--- src/rtl/fetch_sequencer_pkg.sv ---
// Shared definitions for the instruction fetch sequencer: FSM encodings,
// PC step sizes and the compressed-halfword test.
package fetch_sequencer_pkg;

    typedef enum logic [1:0] {
        ST_RUN  = 2'd0,
        ST_WAIT = 2'd1,
        ST_DROP = 2'd2
    } state_t;

    localparam logic [31:0] PC_STEP_HALF = 32'd2;
    localparam logic [31:0] PC_STEP_WORD = 32'd4;

    // Anything other than 2'b11 in the low bits is a 16-bit instruction.
    function automatic logic is_compressed(input logic [15:0] half);
        return half[1:0] != 2'b11;
    endfunction

endpackage

--- src/rtl/fetch_sequencer.sv ---
// Fetch sequencer: pulls 32-bit words from the icache, splits them into
// 16/32-bit instructions and issues one instruction per inst_req pulse.
//
// state   | meaning
// --------+------------------------------------------------------------
// ST_RUN  | idle: issue a buffered compressed half or launch a fetch
// ST_WAIT | fetch outstanding, response consumed to issue/buffer
// ST_DROP | fetch outstanding after a redirect, response is discarded
module fetch_sequencer
    import fetch_sequencer_pkg::*;
#(
    parameter logic [31:0] RESET_PC = 32'h0
) (
    input  logic        clk_in,
    input  logic        rst_in,
    input  logic        rdy_in,
    input  logic        stall_in,
    input  logic        redirect_valid,
    input  logic [31:0] redirect_addr,
    output logic        ic_req_valid,
    output logic [31:0] ic_req_addr,
    input  logic        ic_resp_valid,
    input  logic [31:0] ic_resp_data,
    output logic        inst_req,
    output logic [31:0] inst,
    output logic [31:0] addr
);

    state_t      state_q, state_d;
    logic [31:0] pc_q, pc_d;
    logic [15:0] hi_half_q, hi_half_d;
    logic        hi_valid_q, hi_valid_d;
    logic        ic_req_valid_q, ic_req_valid_d;
    logic [31:0] ic_req_addr_q, ic_req_addr_d;
    logic        inst_req_q, inst_req_d;
    logic [31:0] inst_q, inst_d;
    logic [31:0] addr_q, addr_d;
    logic [31:0] word_base;

    assign word_base = {pc_q[31:2], 2'b00};

    always_comb begin
        state_d        = state_q;
        pc_d           = pc_q;
        hi_half_d      = hi_half_q;
        hi_valid_d     = hi_valid_q;
        ic_req_valid_d = ic_req_valid_q;
        ic_req_addr_d  = ic_req_addr_q;
        inst_req_d     = inst_req_q;
        inst_d         = inst_q;
        addr_d         = addr_q;

        if (rdy_in) begin
            inst_req_d = 1'b0;
            if (redirect_valid) begin
                pc_d = redirect_addr;
                if (state_q != ST_DROP) begin
                    hi_valid_d = 1'b0;
                end
                // A response landing with the redirect is already stale.
                if (state_q != ST_RUN) begin
                    if (ic_resp_valid) begin
                        state_d        = ST_RUN;
                        ic_req_valid_d = 1'b0;
                    end else begin
                        state_d = ST_DROP;
                    end
                end
            end else begin
                case (state_q)
                    ST_RUN: begin
                        if (!stall_in) begin
                            if (pc_q[1] && hi_valid_q && is_compressed(hi_half_q)) begin
                                inst_req_d = 1'b1;
                                inst_d     = {16'h0, hi_half_q};
                                addr_d     = pc_q;
                                pc_d       = pc_q + PC_STEP_HALF;
                                hi_valid_d = 1'b0;
                            end else begin
                                ic_req_valid_d = 1'b1;
                                ic_req_addr_d  = (pc_q[1] && hi_valid_q) ? word_base + PC_STEP_WORD
                                                                         : word_base;
                                state_d        = ST_WAIT;
                            end
                        end
                    end
                    ST_WAIT: begin
                        if (ic_resp_valid && !stall_in) begin
                            state_d        = ST_RUN;
                            ic_req_valid_d = 1'b0;
                            if (!pc_q[1]) begin
                                inst_req_d = 1'b1;
                                addr_d     = pc_q;
                                if (is_compressed(ic_resp_data[15:0])) begin
                                    inst_d     = {16'h0, ic_resp_data[15:0]};
                                    pc_d       = pc_q + PC_STEP_HALF;
                                    hi_half_d  = ic_resp_data[31:16];
                                    hi_valid_d = 1'b1;
                                end else begin
                                    inst_d     = ic_resp_data;
                                    pc_d       = pc_q + PC_STEP_WORD;
                                    hi_valid_d = 1'b0;
                                end
                            end else if (hi_valid_q) begin
                                inst_req_d = 1'b1;
                                addr_d     = pc_q;
                                inst_d     = {ic_resp_data[15:0], hi_half_q};
                                pc_d       = pc_q + PC_STEP_WORD;
                                hi_half_d  = ic_resp_data[31:16];
                                hi_valid_d = 1'b1;
                            end else begin
                                hi_half_d  = ic_resp_data[31:16];
                                hi_valid_d = 1'b1;
                            end
                        end
                    end
                    ST_DROP: begin
                        if (ic_resp_valid) begin
                            state_d        = ST_RUN;
                            ic_req_valid_d = 1'b0;
                        end
                    end
                    default: state_d = ST_RUN;
                endcase
            end
        end
    end

    always_ff @(posedge clk_in or negedge rst_in) begin
        if (!rst_in) begin
            state_q        <= ST_RUN;
            pc_q           <= RESET_PC;
            hi_half_q      <= 16'h0;
            hi_valid_q     <= 1'b0;
            ic_req_valid_q <= 1'b0;
            ic_req_addr_q  <= 32'h0;
            inst_req_q     <= 1'b0;
            inst_q         <= 32'h0;
            addr_q         <= 32'h0;
        end else begin
            state_q        <= state_d;
            pc_q           <= pc_d;
            hi_half_q      <= hi_half_d;
            hi_valid_q     <= hi_valid_d;
            ic_req_valid_q <= ic_req_valid_d;
            ic_req_addr_q  <= ic_req_addr_d;
            inst_req_q     <= inst_req_d;
            inst_q         <= inst_d;
            addr_q         <= addr_d;
        end
    end

    // A pulse held across a freeze is shown once rdy_in returns.
    assign inst_req     = inst_req_q & rdy_in;
    assign inst         = inst_q;
    assign addr         = addr_q;
    assign ic_req_valid = ic_req_valid_q;
    assign ic_req_addr  = ic_req_addr_q;

endmodule

--- config.mk ---
export PLATFORM = sky130hd
export DESIGN_NAME = fetch_sequencer
export DESIGN_NICKNAME = d
export VERILOG_FILES = /design/src/rtl/fetch_sequencer_pkg.sv /design/src/rtl/fetch_sequencer.sv
export SDC_FILE = /design/constraint.sdc
export NUM_CORES = 1
export LEC_CHECK = 0
export BUFFER_PORTS_ARGS = -buffer_cell sky130_fd_sc_hd__buf_2
export CORE_ASPECT_RATIO = 1.5
export CORE_MARGIN = 4
export CORE_UTILIZATION = 60
export DETAILED_ROUTE_END_ITERATION = 6
export GPL_ROUTABILITY_DRIVEN = 0
export PLACE_DENSITY_LB_ADDON = 0.12
export SLEW_MARGIN = 20
export SYNTH_ARGS = -nofsm -noshare
export SYNTH_HDL_FRONTEND = slang
export SYNTH_SLANG_ARGS = --single-unit
export TNS_END_PERCENT = 100
--- constraint.sdc ---
create_clock -name clk_in -period 3.2 [get_ports clk_in]
set_input_delay 0.16 -clock clk_in [delete_from_list [all_inputs] [get_ports clk_in]]
set_output_delay 0.16 -clock clk_in [all_outputs]
set_load 0.02 [all_outputs]
==> results of run 1 <==
flip-flops by register name (all words and copies together), names as in the netlist:
name / cells
ic_req_addr: 30
addr: 32
inst: 32
pc_q: 32
hi_valid_q: 1
ic_req_valid: 1
hi_half_q: 16
inst_req_q: 1
state_q: 2
power breakdown:
group,internal (mW),switching [mW],total [mW]
sequential,2.64,0.769,3.41
clock,1.09,0.884,1.98
combinational,1.29,2.28,3.57
worst min-delay path by stage:
stage	slack [ns]	cells after the start	startpoint	end
after floorplan	-0.14	0	rst_in	addr[0]$_DFFE_PN0P_
after global placement	0.28	1	rst_in	ic_req_addr[9]$_DFFE_PN0P_
after detailed placement	0.28	1	rst_in	ic_req_addr[9]$_DFFE_PN0P_
after CTS	0.03	3	ic_resp_data[14]	inst[14]$_DFFE_PN0P_
after global routing	0.04	2	ic_resp_valid	state_q[1]$_DFFE_PN0P_
final	0.03	3	ic_resp_data[14]	inst[14]$_DFFE_PN0P_
Yosys cell counts (all sizes together), types with 3 or more instances:
library cell,number
nand2,193
dfrtp,147
o21ai,90
nor2,43
buf,39
clkbuf,37
nand3,37
a21oi,27
nand4,21
nor3,20
mux2,17
mux2i,17
a22o,15
a31oi,15
inv,14
xor2,14
nor4,13
xnor2,13
or3,11
and3,9
o22ai,7
o31ai,7
a221oi,6
and2,6
nand2b,6
o211ai,6
a211oi,5
a311oi,5
ha,5
nor2b,5
a21o,4
a221o,4
o31a,4
o41ai,4
a2bb2oi,3
a32oi,3
and4,3
o221ai,3
or2,3
per-stage QoR:
stage	setup WS, ns	std cells
floorplan	1.15	905
global placement	0.629	1174
detailed placement	0.489	1174
CTS	0.465	1225
global route	0.209	1226
finish	0.440	1226
critical path, cell delays in order, from the launching register on:
cell      delay, ns
dfrtp_1        0.40
inv_1          0.08
ha_1           0.39
nand2b_1       0.20
o221ai_2       0.45
a21o_1         0.68
buf_4          0.28
o21ai_0        0.09
o31ai_1        0.09
cell usage in the layout (no fill, tap or decap), types with 18 or more instances in the layout:
master and count:
nand2_1 193, buf_2 164, dfrtp_1 147, o21ai_0 87
nor2_1 43, nand3_1 35, a21oi_1 27, dlygate4sd3_1 19
buf_4 19, nand4_1 18
layer usage:
| metal | up-vias | share of wire, % |
|---|---|---|
| met1 | 3568 | 38 |
| met3 | 97 | 8.0 |
| met4 | 0 | 4.8 |
| li1 | 3515 | - |
| met5 | - | 0 |
| met2 | 424 | 49 |
logic make-up (layout without fill, tap and decap cells):
family,Yosys count,count (layout),synth area share [%]
other cells,1,3,0.0465
simple gates,377,377,23.1
compound gates,223,223,18.0
xor+xnor,27,27,2.94
buf+inv,90,251,5.05
mux,34,34,4.49
fa+ha+maj,5,5,0.777
flops,147,147,45.7
cell type report:
| class | instances | area (sq um) |
|---|---|---|
| fill | 1023 | 3390 |
| clock inverter | 15 | 146 |
| timing repair buffer | 205 | 1200 |
| tap | 159 | 199 |
| inverter | 14 | 52.6 |
| clock buffer | 17 | 425 |
| sequential | 147 | 3680 |
| antenna | 1 | 2.50 |
| multi-input combinational | 668 | 3980 |
==> reports/metrics.csv, run 1 <==
stage,metric,value,unit
place,dpl hpwl,16000,microns
sta,Max Freq,362,MHz
worst_setup_path,"Max FO, Critical Path",26,
power,Power per Cell Area,924,mW/mm^2
sta,final setup TNS,0,ns
sta,clock skew,0.00755,ns
floorplan,area of the core,0.0131,sq mm
floorplan,Ports,168,
global_route,initial antenna violation count,1,
global_route,busiest grt layer,met2,
sta,Hold Slack,0.0305,ns
floorplan,initial core utilization,61.6,%
synth,Syn. warnings,0,
route,drt first pass iters,6,
final_layout,Layout area overhead,20.3,%
global_route,GRT Resource Usage Total,30.8,%
synth,asr flop ratio synth,100,%
worst_setup_path,Worst R2R End,pc_q[4]$_DFFE_PN0P_,
worst_setup_path,Worst Reg-to-Reg Cells,8,
global_route,largest net degree at the start of global routing,90,
clock_network,TritonCTS buffer count,17,
route,initial detailed-routing violation count,558,
worst_setup_path,WP data required,3.54,ns
route,DR vias/cell,6.20,
synth,post-synth top area cell,dfrtp_1,
global_route,total gr overflow,0,
clock_network,Setup Buffers After CTS,0,
worst_setup_path,Critical path destination,pc_q[4]$_DFFE_PN0P_,
synth,number of synthesized register bits,147,
clock_network,clk root buf,clkbuf_16,
global_route,first-pass GRT wire length,37000,microns
clock_network,clk sinks,147,
final_layout,post-route cell area,0.00969,sq mm
synth,"Seq/Total Area, Yosys",45.7,%
worst_setup_path,Reg2Reg Setup Slack,0.44,ns
global_route,met1 usage,36.6,%
synth,synth top area cells,"dfrtp_1, nand2_1, o21ai_0",
final_layout,ratio of cells with drive above 1 in the final layout,24.5,%
clock_network,H-tree levels,4,
worst_setup_path,Worst R2R Start,state_q[1]$_DFFE_PN0P_,
floorplan,# rows,51,
synth,post-synth design cell area,0.00806,sq mm
synth,Post-Syn Instances,904,
route,Vias,7604,
floorplan,Die X,103,microns
route,final wirelength,23300,microns
clock_network,maximum clock path buffer count,2,
synth,share of the synthesized area in the top cell type,45.7,%
floorplan,Die ar.,0.0154,sq mm
sta,worst slew pin tran,1.06,ns
synth,Post-synth EDFFs,0,
power,worst vdd ir,597,uV
global_route,met3 Use GR,6.81,%
clock_network,Clock transition at path regs,0.07,ns
worst_setup_path,Crit Path Category,flop to flop,
synth,distinct cell type count after synthesis,71,
sta,Final min period,2.76,ns
status,run status,"finished, final reports clean",
clock_network,CTS tree,done,
min_path,Worst Hold Class,primary input to flop,
sta,"Hold Vio Cnt, Final",0,
route,routed length per instance,19.0,microns
clock_network,hold-fix buffers at CTS,19,
worst_setup_path,CP Launch Point,state_q[1]$_DFFE_PN0P_,
final_layout,post-layout util,74.1,%
synth,syn_area_per_cell,8.91,sq um
route,Residual DRC,0,
final_layout,nets@finish,1128,
global_route,vias in the first global route,7441,
sta,RSZ-0062 raised after global routing,false,
clock_network,post_cts resized,0,
clock_network,"Clk Latency, worst-skew pair",0.43,ns
place,placed cell area,0.00893,sq mm
global_route,M2 GR Usage,50.9,%
place,port bufs,165,
worst_setup_path,CP Launch Type,flop,
sta,max_slew headroom,29.4,%
synth,Synth Flop Type,dfrtp_1,
flow_run,Max-Cap Viols,0,
worst_setup_path,Crit path arrival time,3.10,ns
sta,Finish-stage setup viols,0,
sta,Slew Limit Fails,0,
power,Leakage,4.66,nW
floorplan,die span in y,150,microns
sta,"Period Utilization, post-route",86.3,%
worst_setup_path,Worst Setup End Kind,flop,
power,Total Power,8.96,mW
route,Routed Antenna Nets,0,
(Power assumes the default switching activity.)
==> run 2, diff against run 1 <==
--- a/config.mk
+++ b/config.mk
@@ -11,6 +11,7 @@
 export CORE_UTILIZATION = 60
 export DETAILED_ROUTE_END_ITERATION = 6
 export GPL_ROUTABILITY_DRIVEN = 0
+export HOLD_SLACK_MARGIN = 0.15
 export PLACE_DENSITY_LB_ADDON = 0.12
 export SLEW_MARGIN = 20
 export SYNTH_ARGS = -nofsm -noshare
==> reports/metrics.csv, run 2 (synthesized netlist as in run 1, its figures left out) <==
stage,metric,value,unit,change
sta,max_slew headroom,26.4,%,was 29.4%
sta,Finish-stage setup viols,0,,unchanged
clock_network,Setup Buffers After CTS,0,,unchanged
sta,"Period Utilization, post-route",86.3,%,about the same
route,initial detailed-routing violation count,597,,was 558
route,drt first pass iters,5,,was 6
sta,Final min period,2.76,ns,about the same
min_path,Hold Startpoint,stall_in,,was ic_resp_data[14]
worst_setup_path,WP data required,3.53,ns,was 3.54 ns
sta,final setup TNS,0,ns,unchanged
sta,Slew Limit Fails,0,,unchanged
sta,Max Freq,362,MHz,about the same
floorplan,area of the core,0.0131,sq mm,unchanged
power,Total Power,9.05,mW,was 8.96 mW
global_route,initial antenna violation count,0,,was 1
clock_network,post_cts resized,0,,unchanged
floorplan,initial core utilization,61.6,%,unchanged
clock_network,clk sinks,147,,unchanged
clock_network,Clock transition at path regs,0.07,ns,about the same
global_route,total gr overflow,0,,unchanged
route,Residual DRC,0,,unchanged
clock_network,"Clk Latency, worst-skew pair",0.43,ns,about the same
place,placed cell area,0.00893,sq mm,unchanged
global_route,GRT Resource Usage Total,32.6,%,was 30.8%
clock_network,H-tree levels,4,,unchanged
power,Leakage,4.84,nW,was 4.66 nW
sta,RSZ-0062 raised after global routing,false,,unchanged
clock_network,CTS tree,done,,unchanged
global_route,vias in the first global route,7762,,"was 7,441"
route,final wirelength,24600,microns,"was 23,300 microns"
status,run status,"finished, final reports clean",,unchanged
min_path,Worst Hold Class,primary input to flop,,unchanged
final_layout,ratio of cells with drive above 1 in the final layout,23.5,%,was 24.5%
clock_network,clk root buf,clkbuf_16,,unchanged
power,Power per Cell Area,893,mW/mm^2,was 924 mW/mm^2
final_layout,ant diodes,0,,was 1
route,DR vias/cell,6.10,,was 6.20
worst_setup_path,Worst R2R End,pc_q[4]$_DFFE_PN0P_,,unchanged
worst_setup_path,Worst Setup End Kind,flop,,unchanged
floorplan,Die X,103,microns,unchanged
final_layout,Layout area overhead,25.7,%,was 20.3%
worst_setup_path,Reg2Reg Setup Slack,0.44,ns,about the same
global_route,met3 Use GR,7.14,%,was 6.81%
final_layout,post-route cell area,0.0101,sq mm,was 0.00969 sq mm
global_route,M2 GR Usage,55.7,%,was 50.9%
worst_setup_path,Worst R2R Start,state_q[1]$_DFFE_PN0P_,,unchanged
sta,worst slew pin tran,1.10,ns,was 1.06 ns
worst_setup_path,CP Launch Type,flop,,unchanged
worst_setup_path,Worst Reg-to-Reg Cells,8,,unchanged
global_route,busiest grt layer,met2,,unchanged
worst_setup_path,Crit Path Category,flop to flop,,unchanged
floorplan,Die ar.,0.0154,sq mm,unchanged
floorplan,die span in y,150,microns,unchanged
final_layout,nets@finish,1172,,"was 1,128"
clock_network,TritonCTS buffer count,17,,unchanged
final_layout,"commonest non-fill, non-tap cell in the layout",nand2_1,,unchanged
global_route,met1 usage,37.5,%,was 36.6%
floorplan,# rows,51,,unchanged
floorplan,Ports,168,,unchanged
sta,"Hold Vio Cnt, Final",0,,unchanged
global_route,largest net degree at the start of global routing,90,,unchanged
final_layout,most frequent cells in the layout,"nand2_1, buf_2, dfrtp_1",,unchanged
place,port bufs,165,,unchanged
clock_network,hold-fix buffers at CTS,63,,was 19
place,dpl hpwl,16000,microns,unchanged
global_route,first-pass GRT wire length,39000,microns,"was 37,000 microns"
power,worst vdd ir,536,uV,was 597 uV
worst_setup_path,Crit path arrival time,3.10,ns,about the same
route,routed length per instance,19.4,microns,was 19.0 microns
min_path,Min-Delay Path Depth,4,,was 3
min_path,hold endpoint,inst_req_q$_DFFE_PN0P_,,was inst[14]$_DFFE_PN0P_
sta,clock skew,0.0110,ns,was 0.00755 ns
route,Routed Antenna Nets,0,,unchanged
clock_network,maximum clock path buffer count,2,,unchanged
worst_setup_path,"Max FO, Critical Path",26,,unchanged
route,Vias,7746,,"was 7,604"
flow_run,Max-Cap Viols,0,,unchanged
run 2: area by class of cell:
cell class / count / area, sq um
multi-input cells: 668 / 3980
clock buffers: 17 / 425
repair buffers: 249 / 1650
fillers: 944 / 2950
clock inverters: 15 / 146
inverters: 14 / 52.6
well taps: 159 / 199
flip-flops and latches: 147 / 3680
run 2: how the worst max path moves through the flow:
stage                                 to  cells after the start  slack [ns]                    from
global placement     pc_q[4]$_DFFE_PN0P_                      8        0.63  state_q[1]$_DFFE_PN0P_
floorplan           pc_q[19]$_DFFE_PN0P_                      8        1.15  state_q[0]$_DFFE_PN0P_
finish               pc_q[4]$_DFFE_PN0P_                      8        0.44  state_q[1]$_DFFE_PN0P_
global route         pc_q[4]$_DFFE_PN0P_                      8        0.21  state_q[1]$_DFFE_PN0P_
CTS                  pc_q[4]$_DFFE_PN0P_                      8        0.47  state_q[1]$_DFFE_PN0P_
detailed placement   pc_q[4]$_DFFE_PN0P_                      8        0.49  state_q[1]$_DFFE_PN0P_
run 2: critical path, cell delays in order, from the launching register on:
cell and delay (ns):
dfrtp_1 0.39, inv_1 0.08, ha_1 0.39, nand2b_1 0.20, o221ai_2 0.46, a21o_1 0.67
buf_4 0.28, o21ai_0 0.09, o31ai_1 0.09
run 2: metal layers:
layer | vias to the layer above | part of all wire (%)
li1 | 3607 | -
met1 | 3649 | 37
met2 | 410 | 51
met3 | 80 | 8.5
met4 | 0 | 4.2
met5 | - | 0
run 2: power by group:
group	internal (mW)	total (mW)	switching, mW
Clock	1.09	1.98	0.885
Combinational	1.33	3.64	2.32
Sequential	2.64	3.42	0.781
Total	5.06	9.05	3.98
run 2: stage by stage:
stage / hold slack (ns) / instances / utilization [%] / setup slack, ns
after floorplan: -0.136 / 905 / - / 1.15
after global placement: 0.280 / 1174 / 68.2 / 0.629
after detailed placement: 0.278 / 1174 / 68.2 / 0.489
after CTS: 0.155 / 1269 / 77.4 / 0.465
after global routing: 0.177 / 1269 / 77.4 / 0.208
final: 0.164 / 1269 / 77.4 / 0.438
